File: config.mk
export PLATFORM = sky130hd
export DESIGN_NAME = lsu_ctrl
export DESIGN_NICKNAME = d
export VERILOG_FILES = /design/src/rtl/lsu_ctrl.sv
export SDC_FILE = /design/constraint.sdc
export NUM_CORES = 1
export LEC_CHECK = 0
export CAP_MARGIN = 20
export CORE_ASPECT_RATIO = 0.6
export CORE_MARGIN = 3
export CORE_UTILIZATION = 45
export CTS_CLUSTER_DIAMETER = 50
export CTS_CLUSTER_SIZE = 25
export DETAILED_ROUTE_END_ITERATION = 10
export PLACE_DENSITY = 0.74
export SKIP_LAST_GASP = 1
export SLEW_MARGIN = 15
export SYNTH_ARGS = -nofsm -noshare
export SYNTH_HDL_FRONTEND = slang
export SYNTH_SLANG_ARGS = --single-unit
File: constraint.sdc
create_clock -name clk -period 4.5 [get_ports clk]
set_input_delay 0.9 -clock clk [delete_from_list [all_inputs] [get_ports clk]]
set_output_delay 0.9 -clock clk [all_outputs]
set_load 0.01 [all_outputs]
File: src/rtl/lsu_ctrl.sv
// RV32I load/store unit: one request at a time, word-wide memory traffic,
// byte-lane extract/extend, read-modify-write for SB/SH, error response.
module lsu_ctrl #(
  parameter int unsigned TIMEOUT = 16,
  parameter int unsigned CNT_W   = 5
) (
  input  logic        clk,
  input  logic        rst_n,
  input  logic        req_valid,
  output logic        req_ready,
  input  logic        req_we,
  input  logic [2:0]  req_funct3,
  input  logic [31:0] req_addr,
  input  logic [31:0] req_wdata,
  output logic        resp_valid,
  output logic [31:0] resp_rdata,
  output logic        resp_err,
  output logic        memread,
  output logic        memwrite,
  output logic [31:0] addr,
  output logic [31:0] wr_data,
  output logic [2:0]  data_type,
  input  logic [31:0] out_data,
  input  logic        mem_rd_comp,
  input  logic        mem_wr_comp
);

  typedef enum logic [1:0] {
    S_IDLE,
    S_RD,
    S_WR,
    S_RESP
  } state_t;

  localparam logic [2:0] DT_WORD = 3'b010;

  state_t           r_state;
  logic             r_we;
  logic [2:0]       r_f3;
  logic [31:0]      r_addr;
  logic [31:0]      r_wdata;
  logic [31:0]      r_word;
  logic [CNT_W-1:0] r_cnt;

  logic             w_req_err;
  logic             w_timeout;
  logic [7:0]       w_byte;
  logic [15:0]      w_half;
  logic [31:0]      w_load_data;
  logic [31:0]      w_merged;

  // Request legality is judged on the live request so IDLE can route in one edge.
  always_comb begin
    w_req_err = 1'b0;
    if (req_we) begin
      if (req_funct3[2] || (req_funct3[1:0] == 2'b11))
        w_req_err = 1'b1;
    end else begin
      if ((req_funct3 == 3'b011) || (req_funct3 == 3'b110) || (req_funct3 == 3'b111))
        w_req_err = 1'b1;
    end
    if ((req_funct3[1:0] == 2'b01) && req_addr[0])
      w_req_err = 1'b1;
    if ((req_funct3[1:0] == 2'b10) && (req_addr[1:0] != 2'b00))
      w_req_err = 1'b1;
  end

  assign w_timeout = (r_cnt == CNT_W'(TIMEOUT - 1));

  always_comb begin
    w_byte = out_data[7:0];
    case (r_addr[1:0])
      2'd0: w_byte = out_data[7:0];
      2'd1: w_byte = out_data[15:8];
      2'd2: w_byte = out_data[23:16];
      2'd3: w_byte = out_data[31:24];
      default: w_byte = out_data[7:0];
    endcase
    w_half = r_addr[1] ? out_data[31:16] : out_data[15:0];
  end

  always_comb begin
    w_load_data = out_data;
    case (r_f3)
      3'b000:  w_load_data = {{24{w_byte[7]}}, w_byte};
      3'b100:  w_load_data = {24'h000000, w_byte};
      3'b001:  w_load_data = {{16{w_half[15]}}, w_half};
      3'b101:  w_load_data = {16'h0000, w_half};
      default: w_load_data = out_data;
    endcase
  end

  always_comb begin
    w_merged = out_data;
    if (r_f3[1:0] == 2'b00) begin
      case (r_addr[1:0])
        2'd0: w_merged[7:0]   = r_wdata[7:0];
        2'd1: w_merged[15:8]  = r_wdata[7:0];
        2'd2: w_merged[23:16] = r_wdata[7:0];
        2'd3: w_merged[31:24] = r_wdata[7:0];
        default: w_merged = out_data;
      endcase
    end else if (r_f3[1:0] == 2'b01) begin
      if (r_addr[1])
        w_merged[31:16] = r_wdata[15:0];
      else
        w_merged[15:0]  = r_wdata[15:0];
    end
  end

  // In RD/WR the first cycle only raises the strobe; completion is honoured
  // only while the strobe is already high.
  always_ff @(posedge clk or negedge rst_n) begin
    if (!rst_n) begin
      r_state    <= S_IDLE;
      r_we       <= 1'b0;
      r_f3       <= '0;
      r_addr     <= '0;
      r_wdata    <= '0;
      r_word     <= '0;
      r_cnt      <= '0;
      req_ready  <= 1'b1;
      resp_valid <= 1'b0;
      resp_rdata <= '0;
      resp_err   <= 1'b0;
      memread    <= 1'b0;
      memwrite   <= 1'b0;
      addr       <= '0;
      wr_data    <= '0;
      data_type  <= '0;
    end else begin
      case (r_state)
        S_IDLE: begin
          if (req_valid) begin
            r_we      <= req_we;
            r_f3      <= req_funct3;
            r_addr    <= req_addr;
            r_wdata   <= req_wdata;
            req_ready <= 1'b0;
            if (w_req_err) begin
              r_state    <= S_RESP;
              resp_valid <= 1'b1;
              resp_err   <= 1'b1;
              resp_rdata <= '0;
            end else if (req_we && (req_funct3 == 3'b010)) begin
              r_word  <= req_wdata;
              r_state <= S_WR;
            end else begin
              r_state <= S_RD;
            end
          end
        end

        S_RD: begin
          if (!memread) begin
            memread   <= 1'b1;
            addr      <= {r_addr[31:2], 2'b00};
            data_type <= DT_WORD;
            r_cnt     <= '0;
          end else if (mem_rd_comp) begin
            memread   <= 1'b0;
            addr      <= '0;
            data_type <= '0;
            if (r_we) begin
              r_word  <= w_merged;
              r_state <= S_WR;
            end else begin
              resp_rdata <= w_load_data;
              resp_valid <= 1'b1;
              resp_err   <= 1'b0;
              r_state    <= S_RESP;
            end
          end else if (w_timeout) begin
            memread    <= 1'b0;
            addr       <= '0;
            data_type  <= '0;
            resp_rdata <= '0;
            resp_valid <= 1'b1;
            resp_err   <= 1'b1;
            r_state    <= S_RESP;
          end else begin
            r_cnt <= r_cnt + 1'b1;
          end
        end

        S_WR: begin
          if (!memwrite) begin
            memwrite  <= 1'b1;
            addr      <= {r_addr[31:2], 2'b00};
            data_type <= DT_WORD;
            wr_data   <= r_word;
            r_cnt     <= '0;
          end else if (mem_wr_comp || w_timeout) begin
            memwrite   <= 1'b0;
            addr       <= '0;
            data_type  <= '0;
            wr_data    <= '0;
            resp_rdata <= '0;
            resp_valid <= 1'b1;
            resp_err   <= !mem_wr_comp;
            r_state    <= S_RESP;
          end else begin
            r_cnt <= r_cnt + 1'b1;
          end
        end

        S_RESP: begin
          resp_valid <= 1'b0;
          resp_err   <= 1'b0;
          resp_rdata <= '0;
          req_ready  <= 1'b1;
          r_state    <= S_IDLE;
        end

        default: begin
          r_state   <= S_IDLE;
          req_ready <= 1'b1;
        end
      endcase
    end
  end

endmodule
==> results by group <==
Outcome
  • Status: completed

Global routing
  • Largest net degree at the start of global routing: 101
  • First-pass GRT wire length: 39.3 mm
  • Total congestion overflow: 0
  • Initial antenna violation count: 1
  • Vias in the first global route: 6,740
  • GRT Total Usage: 23.6%

Logic synthesis
  • Synth cell types: 50
  • Synth Instances: 796
  • Cell Area, Synth: 8800 sq um
  • Sequential cell area fraction in the yosys report: 54.3%
  • EDFF count, synth: 0
  • Avg Cell Area, Syn: 11.1 sq um
  • Seq cells post-synth: 191
  • Async SR Flop Fraction: 100%
  • Main flop type after synthesis: dfrtp_1
  • Yosys warnings: 0

Placed design
  • Post-DP HPWL: 18.3 mm
  • Placed Area: 11,000 sq um
  • GP Congestion: 0.938
  • Port bufs: 204

Clocking
  • CTS sink cnt: 191
  • Total CTS buffers: 17
  • CTS max path bufs: 2
  • Post_cts resized: 0
  • Worst-path clk slew: 0.07 ns
  • Number of setup buffers added after CTS: 0
  • Post-CTS Hold Fix Bufs: 0
  • Root Driver: clkbuf_16
  • CTS H-tree lvls: 4
  • CTS tree: done
  • Worst-Skew Late Latency: 0.43 ns

Floorplan
  • Die W: 187 microns
  • Die area: 21,300 sq um
  • Row count: 38
  • Core Footprint: 18,600 sq um
  • Die height: 114 microns
  • Top-Level Pins: 209
  • Initial Util: 47.2%

Final layout
  • Final #Nets: 1,080
  • P&R area growth vs syn: 31.9%
  • # fillers: 1,551
  • Post-Route Utilization: 62.3%
  • Layout cell share with drive strength beyond 1: 11.8%
  • Final instance area: 11,600 sq um
  • # diodes: 0

Min path
  • Worst min path class: flop to flop
  • Hold Path Origin: r_word[1]
  • Hold Path End: r_word[1]
  • Hold Path Depth: 1

STA
  • Fmax: 0.335 GHz
  • Final Setup Violations: 0
  • Clk_skew: 0.0116 ns
  • Fin Hold WS: 0.483 ns
  • RSZ-0062 raised after global routing: false
  • Max-slew violation count: 0
  • Tcrit/Tclk final: 66.3%
  • Fin Setup TNS: 0 ns
  • Worst slew pin tran: 0.869 ns
  • Final hold violations: 0
  • Max_slew headroom: 42.1%
  • Final min period: 2.98 ns

Worst setup path
  • R2R cell count: 5
  • R2R setup slack: 1.59 ns
  • Arrival @ worst endpoint: 3.33 ns
  • Worst r2r src: r_f3[1]
  • Critical path data required time: 4.85 ns
  • R2r endpoint: r_word[9]
  • Critical path's slowest cell: or4b_1
  • Worst path bufs/invs: 2
  • Slowest stage delay, CP: 0.73 ns
  • Worst path cell trace: clkdlybuf4s50_1 > inv_1 > a211o_1 > or4b_1 > a221o_2 > o2bb2ai_1
  • Number of cells on the critical path: 6
  • Top Family by Delay on Critical Path: compound AO/OA/AOI/OAI gates
  • CP startpoint kind: input pin
  • Crit path kind: input pin to flop
  • CP endpoint kind: flop
  • Worst-path fanout max: 16

Drt
  • Residual DRC: 0
  • Routed len/inst: 20.3 microns
  • Overall routed net length: 25.2 mm
  • DR vias: 7,047
  • Vias per cell: 5.68
  • Pre-antenna DRT Iters: 5
  • DRT iter0 DRCs: 688
  • Antenna-violating nets left: 0

Power and ir drop
  • Pwr/cell area: 717 nW/um^2
  • Max VDD drop: 410 uV
  • Leak: 5.19 nW

Flow run
  • Max Cap Viol: 0
-- cells by family (layout without fill, tap and decap cells) --
| logic type | count (synthesis) | in the layout | share of synthesized area, % |
|---|---|---|---|
| AOI/OAI and AO/OA | 240 | 240 | 20.1 |
| DFF | 191 | 191 | 54.3 |
| other | 1 | 4 | 0.0426 |
| buffers and inverters | 99 | 281 | 4.58 |
| and+or+nand+nor | 161 | 161 | 7.96 |
| adders and majority gates | 6 | 6 | 0.853 |
| muxes | 98 | 98 | 12.2 |
-- cell type report --
class	instances	area, sq um	share of cell area [%]
clock buffer	19	433	3.73
sequential	191	4780	41.2
timing repair buffer	216	2170	18.7
multi-input combinational	509	3640	31.4
inverter	34	128	1.10
tap	260	325	2.80
clock inverter	12	129	1.11
-- flip-flops by register name, indices dropped and copies added, names as in the netlist --
name / cells
r_wdata: 16
memread: 1
req_ready: 1
wr_data: 32
r_state: 2
addr: 30
r_word: 32
r_cnt: 5
r_we: 1
r_f3: 3
resp_err: 1
r_addr: 32
resp_valid: 1
resp_rdata: 32
memwrite: 1
data_type: 1
-- routing by layer --
| layer | share of wire (%) | track usage (%) | vias to the layer above |
|---|---|---|---|
| met5 | 0.044 | 0 | - |
| met1 | 49 | 36.4 | 3470 |
| met4 | 0.86 | 5.03 | 2 |
| li1 | - | - | 3246 |
| met2 | 41 | 32.6 | 308 |
| met3 | 9.0 | 7.22 | 21 |
-- metrics by stage --
stage | std cells | power (mW) | worst slack [ns]
2_1_floorplan | 799 | 5.32 | 1.91
3_3_place_gp | 1209 | 6.75 | 1.19
3_5_place_dp | 1209 | 6.83 | 1.10
4_1_cts | 1240 | 8.32 | 1.14
5_1_grt | 1241 | 8.85 | 1.34
6_report | 1241 | 8.32 | 1.52
-- report_power, final --
group / internal [mW] / total, mW / leakage [nW] / switching, mW
sequential: 2.49 / 3.09 / 2.42 / 0.602
combinational: 1.87 / 3.77 / 2.51 / 1.91
clock: 0.777 / 1.46 / 0.262 / 0.682
total: 5.13 / 8.32 / 5.19 / 3.19
-- synth_stat cells, drive strengths merged (2+ instances only) --
master   number  area share (%)
nor2         47             2.0
a221oi        6            0.60
and2          3            0.21
a211o         2            0.20
a311oi        8            0.80
inv          34             1.4
a31oi         9            0.64
o31ai         2            0.17
nand2        68             2.9
nand3        14            0.80
o2bb2ai      25             2.5
nor3          7            0.40
mux2         65             8.3
a22o         62             6.2
nor2b         6            0.43
buf          19             1.2
o21a          2            0.17
o211ai        5            0.43
or3           2            0.14
o221ai        6            0.60
nand2b        8            0.57
a211oi        8            0.68
dfrtp       190              54
clkbuf       46             2.0
a221o         3            0.36
a21o         17             1.4
o21ai        39             2.2
a21oi        23             1.3
o22ai        17             1.2
ha            6            0.85
mux2i        32             3.6
-- how the worst max path moves through the flow --
| stage | slack (ns) | end | from |
|---|---|---|---|
| after global placement | 1.19 | resp_rdata[31] | req_valid |
| after global routing | 1.34 | resp_valid | req_funct3[0] |
| after detailed placement | 1.10 | resp_rdata[29] | req_valid |
| final | 1.52 | resp_rdata[31] | req_valid |
| after floorplan | 1.91 | resp_rdata[1] | req_funct3[0] |
| after CTS | 1.14 | resp_rdata[31] | r_state[1] |
-- cell usage in the layout, fill, tap and decap left out, types with 3 or more instances in the layout --
cell type,count
a211oi_1,8
a21o_1,17
a21oi_1,22
a221oi_1,6
a22o_1,62
a311oi_1,8
a31oi_1,9
and2_1,3
buf_12,3
buf_4,9
clkbuf_16,17
clkdlybuf4s50_1,203
clkinvlp_4,4
conb_1,4
dfrtp_1,190
ha_1,5
inv_1,34
inv_8,3
mux2_2,65
mux2i_1,32
nand2_1,67
nand2b_1,8
nand3_1,14
nor2_1,47
nor2b_1,5
nor3_1,7
o211ai_1,5
o21ai_0,39
o221ai_1,6
o22ai_1,17
o2bb2ai_1,25
No activity file was read; power rests on OpenSTA's default activity.
